File: config.mk
export PLATFORM = sky130hd
export DESIGN_NAME = fetch_stage_flat
export DESIGN_NICKNAME = d
export VERILOG_FILES = /design/src/rtl/fetch_stage_pkg.sv /design/src/rtl/fetch_stage_if.sv /design/src/rtl/fetch_stage_fifo.sv /design/src/rtl/fetch_stage.sv /design/src/flat_wrapper.sv
export SDC_FILE = /design/constraint.sdc
export NUM_CORES = 1
export LEC_CHECK = 0
export CAP_MARGIN = 15
export CORE_UTILIZATION = 50
export DETAILED_ROUTE_END_ITERATION = 10
export GPL_TIMING_DRIVEN = 0
export PLACE_DENSITY = 0.85
export SKIP_CTS_REPAIR_TIMING = 1
export SLEW_MARGIN = 5
export SYNTH_ARGS = -nofsm -noshare
export SYNTH_HDL_FRONTEND = slang
export SYNTH_HIERARCHICAL = 1
export SYNTH_SLANG_ARGS = --single-unit
File: constraint.sdc
create_clock -name clk -period 18 [get_ports clk]
set_input_delay 2.7 -clock clk [delete_from_list [all_inputs] [get_ports clk]]
set_output_delay 2.7 -clock clk [all_outputs]
set_load 0.005 [all_outputs]
File: src/rtl/fetch_stage_pkg.sv
//------------------------------------------------------------------------------
// Module  : fetch_pkg
// Brief   : Shared types and constants for the instruction-fetch stage.
// Revision: 1.0
//------------------------------------------------------------------------------
`default_nettype none

package fetch_pkg;

  typedef enum logic [1:0] {
    IDLE  = 2'd0,
    REQ   = 2'd1,
    WAIT  = 2'd2,
    DRAIN = 2'd3
  } fetch_state_e;

  localparam logic [31:0] NOP_INST         = 32'h0000_0000;
  localparam logic [31:0] PC_INC           = 32'd4;
  localparam logic [31:0] DEFAULT_RESET_PC = 32'h0000_0000;

  function automatic logic [31:0] align_word(input logic [31:0] addr);
    return addr & ~32'd3;
  endfunction

endpackage

`default_nettype wire

File: src/rtl/fetch_stage_if.sv
//------------------------------------------------------------------------------
// Module  : fetch_stage_if
// Brief   : Instruction-memory request/response bus between fetch and memory.
// Revision: 1.0
//------------------------------------------------------------------------------
`default_nettype none

interface fetch_stage_if;
  logic        req;
  logic [31:0] addr;
  logic        ready;
  logic        rvalid;
  logic [31:0] rdata;

  modport master (output req, addr, input ready, rvalid, rdata);
  modport slave  (input req, addr, output ready, rvalid, rdata);
endinterface

`default_nettype wire

File: src/rtl/fetch_stage_fifo.sv
//------------------------------------------------------------------------------
// Module  : fetch_fifo
// Brief   : Small synchronous FIFO holding fetched {pc, inst}; flush wins.
// Revision: 1.0
//------------------------------------------------------------------------------
`default_nettype none

module fetch_fifo #(
  parameter int WIDTH = 64,
  parameter int DEPTH = 2
) (
  input  wire logic                     clk,
  input  wire logic                     rst_n,
  input  wire logic                     push,
  input  wire logic                     pop,
  input  wire logic                     flush,
  input  wire logic [WIDTH-1:0]         wdata,
  output logic      [WIDTH-1:0]         rdata,
  output logic                          full,
  output logic                          empty,
  output logic      [$clog2(DEPTH):0]   count
);
  localparam int             AW      = $clog2(DEPTH);
  localparam logic [AW:0]    DEPTH_C = (AW + 1)'(DEPTH);

  logic [WIDTH-1:0] mem_q [DEPTH];
  logic [AW:0]      wr_ptr_q, wr_ptr_d;
  logic [AW:0]      rd_ptr_q, rd_ptr_d;
  logic             do_push, do_pop;

  // Pointers carry one extra wrap bit so full and empty are distinguishable.
  assign count = wr_ptr_q - rd_ptr_q;
  assign full  = (count == DEPTH_C);
  assign empty = (count == '0);
  assign rdata = mem_q[rd_ptr_q[AW-1:0]];

  always_comb begin
    do_push  = push & ~full & ~flush;
    do_pop   = pop & ~empty & ~flush;
    wr_ptr_d = wr_ptr_q;
    rd_ptr_d = rd_ptr_q;
    if (flush) begin
      wr_ptr_d = '0;
      rd_ptr_d = '0;
    end else begin
      if (do_push) wr_ptr_d = wr_ptr_q + 1'b1;
      if (do_pop)  rd_ptr_d = rd_ptr_q + 1'b1;
    end
  end

  always_ff @(posedge clk or negedge rst_n) begin
    if (!rst_n) begin
      wr_ptr_q <= '0;
      rd_ptr_q <= '0;
    end else begin
      wr_ptr_q <= wr_ptr_d;
      rd_ptr_q <= rd_ptr_d;
    end
  end

  always_ff @(posedge clk) begin
    if (do_push) mem_q[wr_ptr_q[AW-1:0]] <= wdata;
  end

endmodule

`default_nettype wire

File: src/rtl/fetch_stage.sv
//------------------------------------------------------------------------------
// Module  : fetch_stage
// Brief   : Single-outstanding instruction fetch with redirect, stall and FIFO.
// Revision: 1.0
//------------------------------------------------------------------------------
`default_nettype none

module fetch_stage
  import fetch_pkg::*;
#(
  parameter logic [31:0] RESET_PC  = DEFAULT_RESET_PC,
  parameter int          BUF_DEPTH = 2
) (
  input  wire logic        clk,
  input  wire logic        rst_n,
  input  wire logic        stall,
  input  wire logic        redirect_valid,
  input  wire logic [31:0] redirect_pc,
  fetch_stage_if.master    imem,
  output logic      [31:0] inst_out,
  output logic      [31:0] pc_out,
  output logic      [31:0] pc_plus4_out,
  output logic             valid_out
);
  localparam int            CW      = $clog2(BUF_DEPTH) + 1;
  localparam logic [CW-1:0] DEPTH_C = CW'(BUF_DEPTH);

  fetch_state_e  state_q, state_d;
  logic [31:0]   fetch_pc_q, fetch_pc_d;
  logic          valid_q, valid_d;
  logic [31:0]   inst_q, inst_d;
  logic [31:0]   pc_q, pc_d;
  logic [31:0]   pc4_q, pc4_d;
  logic          issue;
  logic          fifo_push, fifo_pop, fifo_full, fifo_empty;
  logic [CW-1:0] fifo_count;
  logic [63:0]   fifo_wdata, fifo_rdata;

  assign imem.req  = issue;
  assign imem.addr = fetch_pc_q;

  // While waiting, fetch_pc has already advanced past the outstanding request.
  assign fifo_wdata = {fetch_pc_q - PC_INC, imem.rdata};

  always_comb begin
    state_d    = state_q;
    fetch_pc_d = fetch_pc_q;
    issue      = 1'b0;
    fifo_push  = 1'b0;
    unique case (state_q)
      IDLE:  state_d = REQ;
      REQ: begin
        issue = (fifo_count < DEPTH_C) & ~redirect_valid;
        if (issue && imem.ready) begin
          fetch_pc_d = fetch_pc_q + PC_INC;
          state_d    = WAIT;
        end
      end
      WAIT: begin
        if (imem.rvalid) begin
          fifo_push = ~redirect_valid & ~fifo_full;
          state_d   = REQ;
        end
      end
      DRAIN: begin
        if (imem.rvalid) state_d = REQ;
      end
      default: state_d = IDLE;
    endcase
    // A redirect while a response is still owed must swallow that response.
    if (redirect_valid) begin
      fetch_pc_d = align_word(redirect_pc);
      if (state_q == WAIT && !imem.rvalid) state_d = DRAIN;
      else if (state_q != DRAIN)           state_d = REQ;
    end
  end

  always_comb begin
    valid_d  = valid_q;
    inst_d   = inst_q;
    pc_d     = pc_q;
    pc4_d    = pc4_q;
    fifo_pop = 1'b0;
    if (redirect_valid) begin
      valid_d = 1'b0;
      inst_d  = NOP_INST;
    end else if (!stall) begin
      if (!fifo_empty) begin
        fifo_pop = 1'b1;
        valid_d  = 1'b1;
        inst_d   = fifo_rdata[31:0];
        pc_d     = fifo_rdata[63:32];
        pc4_d    = fifo_rdata[63:32] + PC_INC;
      end else begin
        valid_d = 1'b0;
        inst_d  = NOP_INST;
      end
    end
  end

  always_ff @(posedge clk or negedge rst_n) begin
    if (!rst_n) begin
      state_q    <= IDLE;
      fetch_pc_q <= RESET_PC;
      valid_q    <= 1'b0;
      inst_q     <= NOP_INST;
      pc_q       <= '0;
      pc4_q      <= '0;
    end else begin
      state_q    <= state_d;
      fetch_pc_q <= fetch_pc_d;
      valid_q    <= valid_d;
      inst_q     <= inst_d;
      pc_q       <= pc_d;
      pc4_q      <= pc4_d;
    end
  end

  fetch_fifo #(
    .WIDTH (64),
    .DEPTH (BUF_DEPTH)
  ) u_fifo (
    .clk   (clk),
    .rst_n (rst_n),
    .push  (fifo_push),
    .pop   (fifo_pop),
    .flush (redirect_valid),
    .wdata (fifo_wdata),
    .rdata (fifo_rdata),
    .full  (fifo_full),
    .empty (fifo_empty),
    .count (fifo_count)
  );

  assign valid_out    = valid_q;
  assign inst_out     = inst_q;
  assign pc_out       = pc_q;
  assign pc_plus4_out = pc4_q;

endmodule

`default_nettype wire

File: src/flat_wrapper.sv
// flat-port wrapper written by rule: the top's interface ports become plain ports
module fetch_stage_flat import fetch_pkg::*;
#(
  parameter logic [31:0] RESET_PC  = DEFAULT_RESET_PC,
  parameter int          BUF_DEPTH = 2
)
  (clk, rst_n, stall, redirect_valid, redirect_pc, inst_out, pc_out, pc_plus4_out, valid_out, imem_req, imem_addr, imem_ready, imem_rvalid, imem_rdata);
  fetch_stage_if imem_i ();
  input  wire logic clk;
  input  wire logic rst_n;
  input  wire logic stall;
  input  wire logic redirect_valid;
  input  wire logic [31:0] redirect_pc;
  output logic      [31:0] inst_out;
  output logic      [31:0] pc_out;
  output logic      [31:0] pc_plus4_out;
  output logic valid_out;
  output wire logic [$bits(imem_i.req)-1:0] imem_req;
  output wire logic [$bits(imem_i.addr)-1:0] imem_addr;
  input wire logic [$bits(imem_i.ready)-1:0] imem_ready;
  input wire logic [$bits(imem_i.rvalid)-1:0] imem_rvalid;
  input wire logic [$bits(imem_i.rdata)-1:0] imem_rdata;
  assign imem_req = imem_i.req;
  assign imem_addr = imem_i.addr;
  assign imem_i.ready = imem_ready;
  assign imem_i.rvalid = imem_rvalid;
  assign imem_i.rdata = imem_rdata;
  fetch_stage #(.RESET_PC(RESET_PC), .BUF_DEPTH(BUF_DEPTH)) u_core (.clk(clk), .rst_n(rst_n), .stall(stall), .redirect_valid(redirect_valid), .redirect_pc(redirect_pc), .imem(imem_i), .inst_out(inst_out), .pc_out(pc_out), .pc_plus4_out(pc_plus4_out), .valid_out(valid_out));
endmodule
-- Word-level counts from Yosys, hierarchy flattened
Memory sizes are Yosys's and may differ from the RTL's.
Index checks and enable logic that the tools add are counted.
Widths: inputs -> output; s select.
- register bits: 135
- RAM bits: 128
- input bits: 70
- output and inout bits: 130
- logic and storage cells: 70
- memories kept: 1
- memories (name ; depth ; bits a word ; rd ports ; clocked after Yosys merged registers in ; write ports ; line ; RTL):
    u_core.u_fifo.mem_q ; 2 ; 64 ; 1 ; 0 ; 1 ; fetch_stage_fifo.sv:26 ; logic [WIDTH-1:0] mem_q [DEPTH];
- add/subtract/negate cells: 6
- order comparisons: 1
- equality and inequality tests: 6
- multiplexer cells: 26
- bitwise logic cells: 10
- reductions and logical operators: 12
- operators with widths (kind ; number):
    $mux 32 ; 6
    $add 32x3->32 const B ; 2
    $sub 32x3->32 const B ; 1
    $mux 2 ; 9
    $mux 1 ; 10
    $reduce_bool 2->1 ; 4
    $and 1x1->1 ; 6
    $eq 2x2->1 const B ; 3
    $pmux 2 s3 ; 1
    $add 2x1->2 const B ; 2
    $logic_not 2->1 ; 2
    $not 1->1 ; 4
    $reduce_and 3->1 ; 1
    $eq 2x1->1 const B ; 1
    $logic_and 1x1->1 ; 2
    $lt 2x2->1 const B ; 1
    $ne 2x1->1 const B ; 1
    $ne 2x2->1 const B ; 1
    $reduce_and 2->1 ; 1
    $reduce_or 2->1 ; 1
    $sub 2x2->2 ; 1
    $logic_not 1->1 ; 1

-- Logic depth before layout (Yosys ltp)
Gate-level depths: netlist of the first run.
- depth in word-level cells: 10
- mapped depth: 11
- gate-level depth less buffers: 8

-- Hierarchy
Netlist of the first run, hierarchy kept.
- modules (own cells, without submodules) (module ; times used ; cells an instance ; area an instance (um^2) ; seq. area each (um^2)):
    fetch_stage ; 1 ; 707 ; 6393.6 ; 3178.0
    fetch_fifo ; 1 ; 235 ; 4918.5 ; 3943.8

-- Worst setup path before layout of the first run
OpenSTA, ideal clock, no wires.
- kind: input to register
- start: input port redirect_valid
- end: memory u_core.u_fifo.mem_q[1][0] (enable)
- library setup time: 0.666 ns
- arrival time: 10.151 ns
- data required time: 17.334 ns
- path slack: 7.183 ns
- stages: 4
- path buffers: 1
- path through: clkbuf_1 > nor2_1 > nor4b_1 > nor4b_1
- word-level cells in the longest chain between the ends: 8
- RTL lines (what ; line ; RTL):
    start: declaration ; flat_wrapper.sv:12 ; input wire logic redirect_valid;
    $not 1->1 (no source line) ; - ;
    $and 1x1->1 ; fetch_stage.sv:61 ; fifo_push = ~redirect_valid & ~fifo_full;
    $mux 1 ; fetch_stage.sv:60 ; if (imem.rvalid) begin
    $mux 1 ; fetch_stage.sv:50 ; unique case (state_q)
    named net u_core.fifo_push ; fetch_stage.sv:35 ; logic fifo_push, fifo_pop, fifo_full, fifo_empty;
    $and 1x1->1 (2 in series) ; fetch_stage_fifo.sv:38 ; do_push = push & ~full & ~flush;
    $mux 1 ; fetch_stage_fifo.sv:62 ; if (do_push) mem_q[wr_ptr_q[AW-1:0]] <= wdata;
    $mux 1 (not written as such) ; fetch_stage_fifo.sv:62 ;
    end: declaration ; fetch_stage_fifo.sv:26 ;
The timed path passes the listed nets, and every way through them passes these cells.

-- Worst setup path after layout of the first run
- start: input port redirect_valid
- end: output port imem_req
- word-level cells in the longest chain between the ends: 3
- RTL lines (what ; line ; RTL):
    $not 1->1 (no source line) ; - ;
    $and 1x1->1 ; fetch_stage.sv:53 ; issue = (fifo_count < DEPTH_C) & ~redirect_valid;
    $mux 1 ; fetch_stage.sv:50 ;
    end: declaration ; flat_wrapper.sv:18 ; output wire logic [$bits(imem_i.req)-1:0] imem_req;
No other way between the ends.

==> results of run 1 <==
## final cells by class
class | count | area [um2] | area share
buffer | 63 | 281.5 | 0.01901
clock buffer | 34 | 774.5 | 0.05230
clock inverter | 15 | 261.5 | 0.01766
inverter | 21 | 78.83 | 0.005323
multi-input combinational | 604 | 3859 | 0.2606
sequential | 259 | 7122 | 0.4809
tap | 280 | 350.3 | 0.02366
timing repair buffer | 207 | 2081 | 0.1405
## cell families after synthesis
kind of cell	count (synthesis)	share of synthesized area
muxes	67	0.06636
DFF	259	0.6296
adders and majority gates	4	0.004424
AOI/OAI and AO/OA	138	0.08605
and+or+nand+nor	335	0.1396
xor gates and xnor gates	54	0.04181
buffers and inverters	84	0.03185
other	1	0.0003315
## stage by stage
stage / std cells / setup slack, ns / hold WS, ns / cell area, um2 / total power, W
final: 1483 / 10.97 / 0.4770 / 14810 / 0.001823
after global routing: 1483 / 10.84 / 0.4911 / 14810 / 0.001898
after CTS: 1483 / 10.95 / 0.4785 / 14810 / 0.001829
after detailed placement: 1434 / 10.97 / 0.4636 / 13770 / 0.001196
after global placement: 1422 / 2.395 / 0.4601 / 13630 / 0.001179
after floorplan: 947 / 7.183 / 0.4567 / 11330 / 0.0009385
## critical path, cell delays in order
cell	delay [ns]
clkdlybuf4s50_1	0.54
nor4b_1	0.48
clkdlybuf4s50_1	0.61
## layer usage
| metal | global-route usage | up-vias | part of all wire |
|---|---|---|---|
| met5 | 0 | - | 0 |
| met4 | 0.06782 | 0 | 0.021 |
| met3 | 0.03584 | 54 | 0.079 |
| met2 | 0.4141 | 470 | 0.48 |
| met1 | 0.3344 | 4153 | 0.42 |
| li1 | - | 3881 | - |
## cell usage after synthesis, types with 2 or more instances
library cell    n  area share
nor3b_1         3      0.0020
nor3_1         17      0.0075
or4_1           2      0.0013
nor4b_1         4      0.0031
nand2_1       176       0.058
mux2i_1         3      0.0027
o31ai_1         2      0.0013
dfrtp_1       131        0.29
nand3_1        33       0.015
inv_1          20      0.0066
xnor2_1        24       0.019
buf_2          11      0.0049
a311oi_1        2      0.0015
and3_1          9      0.0050
a31oi_1         7      0.0039
edfxtp_1      128        0.34
a32oi_1         2      0.0015
ha_1            4      0.0044
o211ai_1       10      0.0066
o21ai_0        45       0.020
nor2_1         35       0.012
or3_1           7      0.0039
nor4_1         10      0.0055
mux2_2         64       0.064
a211oi_1        3      0.0020
xor2_1         30       0.023
and2_1          4      0.0022
or4b_1          2      0.0018
a22oi_1         3      0.0020
buf_4           6      0.0040
a221o_1         4      0.0035
a21oi_1         8      0.0035
o311ai_0       15       0.012
a22o_1         32       0.025
o41ai_1         2      0.0015
clkbuf_1       42       0.014
and4_1          2      0.0015
nand4_1        21       0.012
buf_1           2     0.00066
## power by group
| part | internal [W] | total [W] | switching [W] | leakage (nW) |
|---|---|---|---|---|
| Sequential | 0.000709 | 0.000773 | 0.0000637 | 2.83 |
| Clock | 0.000405 | 0.000633 | 0.000227 | 0.498 |
| Combinational | 0.000231 | 0.000418 | 0.000187 | 2.45 |
| Total | 0.00135 | 0.00182 | 0.000478 | 5.78 |
## flip-flops by register name, summed over array words and instances, names as in the netlist
register                cells
u_core/pc_out              32
u_core/u_fifo/rd_ptr_q      2
u_core/valid_out            1
u_core/inst_out            32
u_core/u_fifo/mem_q       128
u_core/pc_plus4_out        30
u_core/imem.addr           30
u_core/state_q              2
u_core/u_fifo/wr_ptr_q      2
## final timing paths
check / startpoint / to / slack [ns] / cells past startpoint
worst max-delay path: redirect_valid / imem_req / 10.97 / 3
worst min-delay path: u_core/pc_out[26]$_DFFE_PN0P_ / u_core/pc_out[26]$_DFFE_PN0P_ / 0.48 / 2
worst max register to register: u_core/u_fifo/rd_ptr_q[1]$_DFFE_PN0P_ / u_core/u_fifo/mem_q[1][40]$_DFFE_PP_ / 13.98 / 7
worst min register to register: u_core/pc_out[26]$_DFFE_PN0P_ / u_core/pc_out[26]$_DFFE_PN0P_ / 0.48 / 2
max in group asynchronous: rst_n / u_core/inst_out[20]$_DFFE_PN0P_ / 15.10 / 2
min in group asynchronous: rst_n / u_core/pc_plus4_out[7]$_DFFE_PN0P_ / 2.10 / 1
==> flow_metrics.tcl, run 1 <==
set metrics [dict create \
    synth-seq-cells 259 \
    cts-root-buf "clkbuf_16" \
    cts_sinks 259 \
    clk_pin_slew_ns 0.06 \
    crit_required_ns 15.30 \
    rsz0062_at_grt "false" \
    p_per_area_mw_per_mm2 123.1 \
    worstMarginPinSlew_ns 1.059 \
    drt_iter0_drc 786 \
    core_mm2 0.02203 \
    violations "design-rule violations" \
    row_count 54 \
    fmax_ghz 0.1422 \
    fin_skew_ns 0.01473 \
    start_kind "input pin" \
    vias 8558 \
    antenna_cells 0 \
    critPathCaptureType "primary output" \
    synthDistinctLibCells 56 \
    grt_pass1_wl_mm 45.31 \
    async_flop_share 0.5058 \
    criticalPathCategory "input pin to primary output" \
    grt_pass1_vias 8428 \
    status "finished with violations" \
    critPathArrivalTime_ns 4.33 \
    cts_made_buffers 27 \
    clk_latency_ns 0.52 \
    gr-usage-all-layers 0.2458 \
    p_leak_nw 5.778 \
    vias_per_cell 5.771 \
    grt_max_degree 88 \
    initial_core_util 0.5136 \
    period_share 0.3908 \
    wl_per_cell_um 19.29 \
    postLayoutCoreUtil 0.6723 \
    die_h_um 152.4 \
    cap_viol_max_count 0 \
    antenna_found_initial 0 \
    slew_headroom 0.2838 \
    syn_to_final_growth_pct 30.90 \
    seq_area_frac_synth 0.6296 \
    min_period_ns 7.034 \
    grt_overflow 0 \
    cts_tree "built" \
    syn_avg_cell_area_um2 12.01 \
    worstHoldPathType "flip-flop to flip-flop" \
    maxSlewViolCount 0 \
    hold_violations 0 \
    nFillCells 1530 \
    port_buffers 195 \
    drc 12 \
    yosysWarnings 6 \
    wirelength_mm 28.61 \
    final_common_cell "clkdlybuf4s50_1" \
    worst-path-max-fanout 6 \
    dieArea_mm2 0.02323 \
    synth_flop_cell "dfrtp_1" \
    firstDrtPassIters 8 \
    setup_violations 0 \
    layout_common_cells "clkdlybuf4s50_1, nand2_1, dfrtp_1" \
    clockBufferDepth 3 \
    synth_area_mm2 0.01131 \
    die_w_um 152.4 \
    drive_above_1_share 0.1239 \
    synthCells 942 \
    fin_nets 1257 \
    io_pins 200 \
    place_congestion 0.9576 \
    hpwl_mm 19.89 \
    vdd_drop_max_mv 0.05827 \
    ant_nets 0 \
    final.setup.tns_ns 0 \
    cts.htree.levels 1 \
    synth-edff-count 128 \
]
Power figures use the tool's default switching activity.
==> inputs of run 2 (changes only) <==
==> constraint.sdc (replaced) <==
create_clock -name clk -period 7 [get_ports clk]
set_input_delay 1.05 -clock clk [delete_from_list [all_inputs] [get_ports clk]]
set_output_delay 1.05 -clock clk [all_outputs]
set_load 0.005 [all_outputs]
==> run 2 against run 1 <==
Net effect: cell area fell by 0.67%; critical path type unchanged; setup slack got worse by 7.8 ns; cell count fell by 0.13%; worst hold slack barely moved; via count fell by 0.49%; the run still ends with design-rule violations left; power rose by 150%; combinational power rose to 2.6 times the previous value.
==> flow_metrics.tcl, run 2 (synthesis results as in run 1) <==
set metrics [dict create \
    status "finished with violations" \
    violations "design-rule violations" \
    layout_common_cells "clkdlybuf4s50_1, nand2_1, dfrtp_1" \
    p_comb_frac 0.236 \
    initial_core_util 0.5136 \
    place_congestion 0.9486 \
    cpLargestDelayFamily "buffers and inverters" \
    cpMostUsedCell "clkdlybuf4s50_1" \
    criticalPathCategory "input pin to primary output" \
    start_kind "input pin" \
    cts_made_buffers 27 \
    wl_per_cell_um 19.00 \
    worstHoldPathType "flip-flop to flip-flop" \
    antenna_cells 0 \
    clk_pin_slew_ns 0.06 \
    maxSlewViolCount 0 \
    die_w_um 152.4 \
    cpPeakStageDelay_ns 0.62 \
    place_area_mm2 0.01378 \
    worstMarginPinSlew_ns 0.9788 \
    grt_max_degree 73 \
    grt_pass1_vias 8376 \
    crit_cells 3 \
    row_count 54 \
    fmax_ghz 0.2601 \
    stdcell_area_mm2 0.01471 \
    port_buffers 195 \
    syn_to_final_growth_pct 30.03 \
    critPathCaptureType "primary output" \
    worstSetupStartpoint "redirect_valid" \
    crit_required_ns 5.95 \
    dieArea_mm2 0.02323 \
    cts.htree.levels 1 \
    die_h_um 152.4 \
    p_per_area_mw_per_mm2 307.5 \
    cts-root-buf "clkbuf_16" \
    r2r_setup_slack_ns 3.51 \
    p_seq_frac 0.439 \
    vias 8516 \
    cap_viol_max_count 0 \
    min_period_ns 3.844 \
    wirelength_mm 28.14 \
    p_int_w 0.003333 \
    core_mm2 0.02203 \
    endpoint "imem_req" \
    largest_reg_flops 128 \
    setup_violations 0 \
    fin_nets 1254 \
    critPathArrivalTime_ns 2.79 \
    fin_skew_ns 0.01859 \
    reg2reg_from "u_core/u_fifo/rd_ptr_q[1]$_DFFE_PN0P_" \
    clockBufferDepth 3 \
    antenna_found_initial 0 \
    netSwitchingPower_w 0.001190 \
    clk_latency_ns 0.53 \
    io_pins 200 \
    ant_nets 0 \
    hold_violations 0 \
    vdd_drop_max_mv 0.2085 \
    drc 11 \
    drive_above_1_share 0.1182 \
    cpMaxStageDelayCell "clkdlybuf4s50_1" \
    grt_overflow 0 \
    reg2regPathDepth 7 \
    vias_per_cell 5.750 \
    worst-path-max-fanout 6 \
    holdCritStartpoint "u_core/pc_out[31]$_DFFE_PN0P_" \
    firstDrtPassIters 11 \
    cts_sinks 259 \
    grt_pass1_wl_mm 44.90 \
    cts_tree "built" \
    cp_num_buf_inv 2 \
    p_leak_nw 5.722 \
    period_share 0.5492 \
    slew_headroom 0.3414 \
    final_common_cell "clkdlybuf4s50_1" \
    pwr-share-clk 0.326 \
    hpwl_mm 19.75 \
    drt_iter0_drc 693 \
    gr-usage-all-layers 0.2429 \
    p_sw_frac 0.2631 \
    rsz0062_at_grt "false" \
    path_cells "clkdlybuf4s50_1 > nor4b_1 > clkdlybuf4s50_1" \
    holdWs_ns 0.4773 \
    r2r-end "u_core/u_fifo/mem_q[1][41]$_DFFE_PP_" \
]
[run 2: changes by cell type in the layout (fill, tap and decap cells not counted), sizes merged]
cell      change
clkinv        +3
bufinv        -2
clkinvlp      -2
clkbuf        +2
buf           -3
[run 2: layer usage]
layer	GRT usage	part of all wire	up-vias
met3	0.03754	0.074	51
met1	0.3315	0.42	4133
li1	-	-	3887
met2	0.4038	0.48	445
met5	0	0	-
met4	0.07263	0.024	0
[run 2: metrics by stage]
stage               TNS (ns)  utilization  power [W]  cells  setup slack (ns)
floorplan                  0            -   0.002413    947             1.015
global placement     -179.38       0.6192   0.003027   1422            -1.830
detailed placement         0       0.6257   0.003066   1431             2.619
CTS                        0       0.6678   0.004544   1481             3.141
global route               0       0.6678   0.004730   1481             2.947
finish                     0       0.6678   0.004523   1481             3.156
[run 2: final cells by class]
cell class / instances / area, um2
fill: 1547 / 7317
tap: 280 / 350.3
clock inverter: 14 / 198.9
timing repair buffer: 204 / 2081
clock buffer: 36 / 729.5
sequential: 259 / 7122
inverter: 21 / 78.83
multi-input combinational: 604 / 3867
buffer: 63 / 281.5
[run 2: power groups by stage]
stage               sequential (W)  combinational, W  clock (W)
detailed placement         0.00201           0.00106          0
CTS                        0.00198           0.00106    0.00150
floorplan                  0.00198          0.000429          0
global route               0.00201           0.00116    0.00156
global placement           0.00201           0.00102          0
finish                     0.00198           0.00107    0.00147
[run 2: worst reg2reg max path: cells and delay by family, from the launching register on]
family                    cells  cell delay [ns]
xor gates and xnor gates      1             0.56
buffers and inverters         3             0.58
DFF                           1             0.41
and+or+nand+nor               3             1.65
[run 2: worst min path at each step]
| stage | cells past startpoint | endpoint | slack [ns] |
|---|---|---|---|
| 2_1_floorplan | 1 | u_core/state_q[0]$_DFF_PN0_ | 0.46 |
| 3_3_place_gp | 2 | u_core/pc_out[23]$_DFFE_PN0P_ | 0.46 |
| 3_5_place_dp | 2 | u_core/pc_out[31]$_DFFE_PN0P_ | 0.46 |
| 4_1_cts | 2 | u_core/pc_out[31]$_DFFE_PN0P_ | 0.48 |
| 5_1_grt | 1 | u_core/state_q[0]$_DFF_PN0_ | 0.51 |
| 6_report | 2 | u_core/pc_out[31]$_DFFE_PN0P_ | 0.48 |
==> edit 1 (config.mk and constraints of run 2) <==
`pc_q` and `pc4_q` no longer have a reset.
--- a/src/rtl/fetch_stage.sv
+++ b/src/rtl/fetch_stage.sv
@@ -106,4 +106,2 @@
       inst_q     <= NOP_INST;
-      pc_q       <= '0;
-      pc4_q      <= '0;
     end else begin
@@ -113,5 +111,8 @@
       inst_q     <= inst_d;
-      pc_q       <= pc_d;
-      pc4_q      <= pc4_d;
     end
+  end
+
+  always_ff @(posedge clk) begin
+    pc_q  <= pc_d;
+    pc4_q <= pc4_d;
   end
Function: changed (Yosys sat finds a counterexample within 10 cycles, from zero or initial values and one cycle with rst_n low; the reset may be asserted at any time).
==> edit 1 against run 2 <==
Critical path depth up 2. Cell area down 3.8%. Global-route usage down 1.9 points. Critical path type is now register to output port. Count of clock-buffer cells in the layout up 1. Routed wire length down 10%. Setup slack worse by 180 ps. Highest routed layer unchanged. Sequential cell count unchanged. Synthesized area down 3.6%. Largest cell class unchanged. Core utilization down 0.076 points. Synthesized cell count down 18%. First-iteration DRC count down 6.2%. Maximum frequency down 4.4%.
Power is not compared: it rests on default switching activity, and its combinational part moved more than twofold at a synthesized area within 25%.
==> edit 1: results (changes against run 2) <==
| Metric | Value |
|---|---|
| Status | `complete, no violations (was complete, but fails checks)` |
| Final wirelength | `25.2 mm (was 28.1 mm)` |
| Hold Crit Class | `input port to async pin (was register to register)` |
| Fin nets | `1079 (was 1254)` |
| Post-synth EDFFs | `190 (was 128)` |
| Slowest cell on the critical path | `or4b_2 (was clkdlybuf4s50_1)` |
| Synth async-reset ratio | `0.266 (was 0.506)` |
| Clock buf/inv share | `0.0552 (was 0.0631)` |
| Filler cells | `1494 (was 1547)` |
| GR Util met1 | `0.287 (was 0.331)` |
| Total number of vias | `7372 (was 8516)` |
| Clock buffer cells | `37 (was 36)` |
| Max stage delay on crit path | `670 ps (was 620 ps)` |
| Met3 Resource Use GR | `0.0320 (was 0.0375)` |
| Vias in the first global route | `7148 (was 8376)` |
| All-Layer GR Usage | `0.224 (was 0.243)` |
| DR vias/cell | `5.66 (was 5.75)` |
| Synth top area cells | `edfxtp_1 (52%), dfrtp_1 (16%), mux2_2 (6.6%), xnor2_1 (2.9%), a22o_1 (2.6%) (was edfxtp_1 (34%), dfrtp_1 (29%), mux2_2 (6.4%), nand2_1 (5.8%), a22o_1 (2.5%))` |
| Pre-CTS WS | `2760 ps (was 2620 ps)` |
| First-pass GRT wire length | `38.6 mm (was 44.9 mm)` |
| Maximum number of pins on one net before global-route repair | `57 (was 73)` |
| Crit Reg-Reg Startpoint | `u_core/u_fifo/rd_ptr_q[0] (was u_core/u_fifo/rd_ptr_q[1])` |
| Multi-input combinational cell area | `3240 sq um (was 3870 sq um)` |
| CTS buffer count | `26 (was 27)` |
| Initial antenna violation count | `1 (was 0)` |
| Slew @ Worst Pin | `1140 ps (was 979 ps)` |
| Worst Setup SP | `u_core/u_fifo/rd_ptr_q[1] (was redirect_valid)` |
| Clock Skew | `10.6 ps (was 18.6 ps)` |
| Invs w/o clock | `15 (was 21)` |
| Core area | `21200 sq um (was 22000 sq um)` |
| Arrival time worst endpoint | `2970 ps (was 2790 ps)` |
| Antenna Cells | `2 (was 0)` |
| Placed cell count | `1251 (was 1431)` |
| Mapped Cells | `768 (was 942)` |
| Fraction of area in registers | `0.525 (was 0.484)` |
| Multi-In Gates | `451 (was 604)` |
| Met2 Track Usage GR | `0.378 (was 0.404)` |
| Number of DRC markers in iteration 0 | `650 (was 693)` |
edit 1: cell types whose count changed in the layout (fill, tap and decap cells not counted), moves of 11 or more:
cell      change
xor2_1       -11
xnor2_1      +12
o21ai_0      -24
nand2_1     -126
dfrtp_1      -62
edfxtp_1     +62
edit 1: worst min path at each step:
stage	to	slack, ps
2_1_floorplan	u_core/valid_out	470
3_3_place_gp	u_core/valid_out	460
3_5_place_dp	u_core/valid_out	470
4_1_cts	u_core/inst_out[30]	360
5_1_grt	u_core/inst_out[14]	370
6_report	u_core/inst_out[9]	370
edit 1: logic make-up (layout without fill, tap and decap cells):
family	count (synthesis)	count (layout)	synth area share
muxes	68	68	0.0698
AOI/OAI and AO/OA	104	104	0.0708
other	1	8	0.000344
buffers and inverters	63	315	0.0247
and+or+nand+nor	214	214	0.104
DFF	259	259	0.682
xor gates and xnor gates	55	55	0.0442
adders and majority gates	4	4	0.00459
==> edit 2 (settings of run 2) <==
Without the edit above. `BUF_DEPTH` is set to 2 in 2 places; all go to 4.
--- a/src/rtl/fetch_stage.sv
+++ b/src/rtl/fetch_stage.sv
@@ -11,3 +11,3 @@
   parameter logic [31:0] RESET_PC  = DEFAULT_RESET_PC,
-  parameter int          BUF_DEPTH = 2
+  parameter int          BUF_DEPTH = 4
 ) (
--- a/src/flat_wrapper.sv
+++ b/src/flat_wrapper.sv
@@ -4,3 +4,3 @@
   parameter logic [31:0] RESET_PC  = DEFAULT_RESET_PC,
-  parameter int          BUF_DEPTH = 2
+  parameter int          BUF_DEPTH = 4
 )
Behaviour: same outputs for any inputs over 4 cycles, from zero or initial values and one cycle with rst_n low; that may be too few to reach the edited logic, so the function may still have changed.
==> edit 2 against run 2 <==
Combinational power decreased by 51%. Sequential share of layout area increased by 5.1 points. Final cell count increased by 25%. Sequential cell count increased by 130. Power increased by 19%. Setup slack got worse by 1100 ps. Core utilization decreased by 2.1 points. Routed wire length increased by 43%. Synthesized area increased by 44%. Cell area increased by 40%. Count of clock-buffer cells in the layout increased by 18. Via count increased by 24%. Critical path depth increased by 6.
==> edit 2: results (changes against run 2) <==
| Metric | Value |
|---|---|
| Arrival time worst endpoint | `5120 ps (was 2790 ps)` |
| Clock buffer cells | `54 (was 36)` |
| Number of DRC markers in iteration 0 | `1026 (was 693)` |
| Critical path's top delay family | `simple AND/OR/NAND/NOR gates (was buffers and inverters)` |
| Clock buf/inv share | `0.0683 (was 0.0631)` |
| Maximum number of pins on one net before global-route repair | `74 (was 73)` |
| Register-to-Register Path Depth | `11 (was 7)` |
| VDD IR max | `0.186 mV (was 0.208 mV)` |
| H-Tree Level Count | `2 (was 1)` |
| Worst reg2reg setup slack | `2340 ps (was 3510 ps)` |
| Max stage delay on crit path | `920 ps (was 620 ps)` |
| FF+latch count | `389 (was 259)` |
| DR vias/cell | `5.75 (about the same)` |
| Worst Min Path Start | `u_core/pc_out[16] (was u_core/pc_out[31])` |
| Status | `complete, no violations (was complete, but fails checks)` |
| Invs w/o clock | `17 (was 21)` |
| Drt wl/cell | `21.8 um (was 19.0 um)` |
| Hpwl dp | `28.0 mm (was 19.7 mm)` |
| Die area | `33300 sq um (was 23200 sq um)` |
| Port bufs | `195 (unchanged)` |
| Share of post-route cells with drive strength above 1 | `0.155 (was 0.118)` |
| Non-clock buffer share | `0.128 (was 0.161)` |
| Crit path capture | `u_core/u_fifo/mem_q[2][44] (was imem_req)` |
| Slew margin rel. | `0.316 (was 0.341)` |
| Filler cells | `2139 (was 1547)` |
| CTS buffer count | `40 (was 27)` |
| Worst-path maximum fanout | `11 (was 6)` |
| Synth warn | `6 (unchanged)` |
| Slowest cell on the critical path | `nor3b_2 (was clkdlybuf4s50_1)` |
| Gpl congestion | `0.885 (was 0.949)` |
| Drt pass-1 iters | `5 (was 11)` |
| All-Layer GR Usage | `0.248 (was 0.243)` |
| Pleak | `0.00750 uW (was 0.00572 uW)` |
| Met3 Resource Use GR | `0.0441 (was 0.0375)` |
| Fraction of area in registers | `0.535 (was 0.484)` |
| Worst Setup SP | `redirect_valid (unchanged)` |
| Multi-In Gates | `638 (was 604)` |
| GR Util met1 | `0.325 (was 0.331)` |
| Clock share of power | `0.411 (was 0.326)` |
| Crit Reg-Reg Startpoint | `u_core/u_fifo/wr_ptr_q[0] (was u_core/u_fifo/rd_ptr_q[1])` |
| Multi-input logic portion of the cell area | `0.239 (was 0.263)` |
| Cell-internal power | `4190 uW (was 3330 uW)` |
| Worst-Skew Late Latency | `530 ps (about the same)` |
| First-pass GRT wire length | `62.7 mm (was 44.9 mm)` |
| Fin nets | `1457 (was 1254)` |
| Max FFs per register | `256 (was 128)` |
| Vias in the first global route | `10900 (was 8376)` |
| DP Area | `19200 sq um (was 13800 sq um)` |
| Worst-path clk slew | `60 ps (about the same)` |
| Clock Skew | `18.1 ps (was 18.6 ps)` |
| Antenna Cells | `0 (unchanged)` |
| Met2 Track Usage GR | `0.420 (was 0.404)` |
| Combinational share of power | `0.098 (was 0.236)` |
| Nonclk buf count | `291 (was 267)` |
edit 2: per-stage QoR:
step	total power (uW)	util	setup slack (ps)	cells
after global placement	3190	0.591	-5110	1740
after global routing	5560	0.647	1990	1844
after detailed placement	3220	0.603	1820	1770
after CTS	5430	0.647	2210	1844
after floorplan	2860	-	-348	1110
final	5400	0.647	2100	1844
edit 2: worst min path at each step:
stage | end | slack (ps) | cells after the start
floorplan | u_core/pc_plus4_out[3] | 470 | 2
global placement | u_core/pc_plus4_out[9] | 460 | 2
detailed placement | u_core/pc_out[16] | 460 | 2
CTS | u_core/pc_out[15] | 480 | 2
global route | u_core/pc_out[21] | 510 | 2
finish | u_core/pc_out[16] | 470 | 2
edit 2: per-layer routing:
| layer | vias to the layer above | routed length [um] | share of wire |
|---|---|---|---|
| li1 | 4678 | - | - |
| met1 | 5293 | 15800 | 0.39 |
| met2 | 535 | 20100 | 0.50 |
| met3 | 89 | 3120 | 0.078 |
| met4 | 0 | 1210 | 0.030 |
| met5 | - | 0 | 0 |
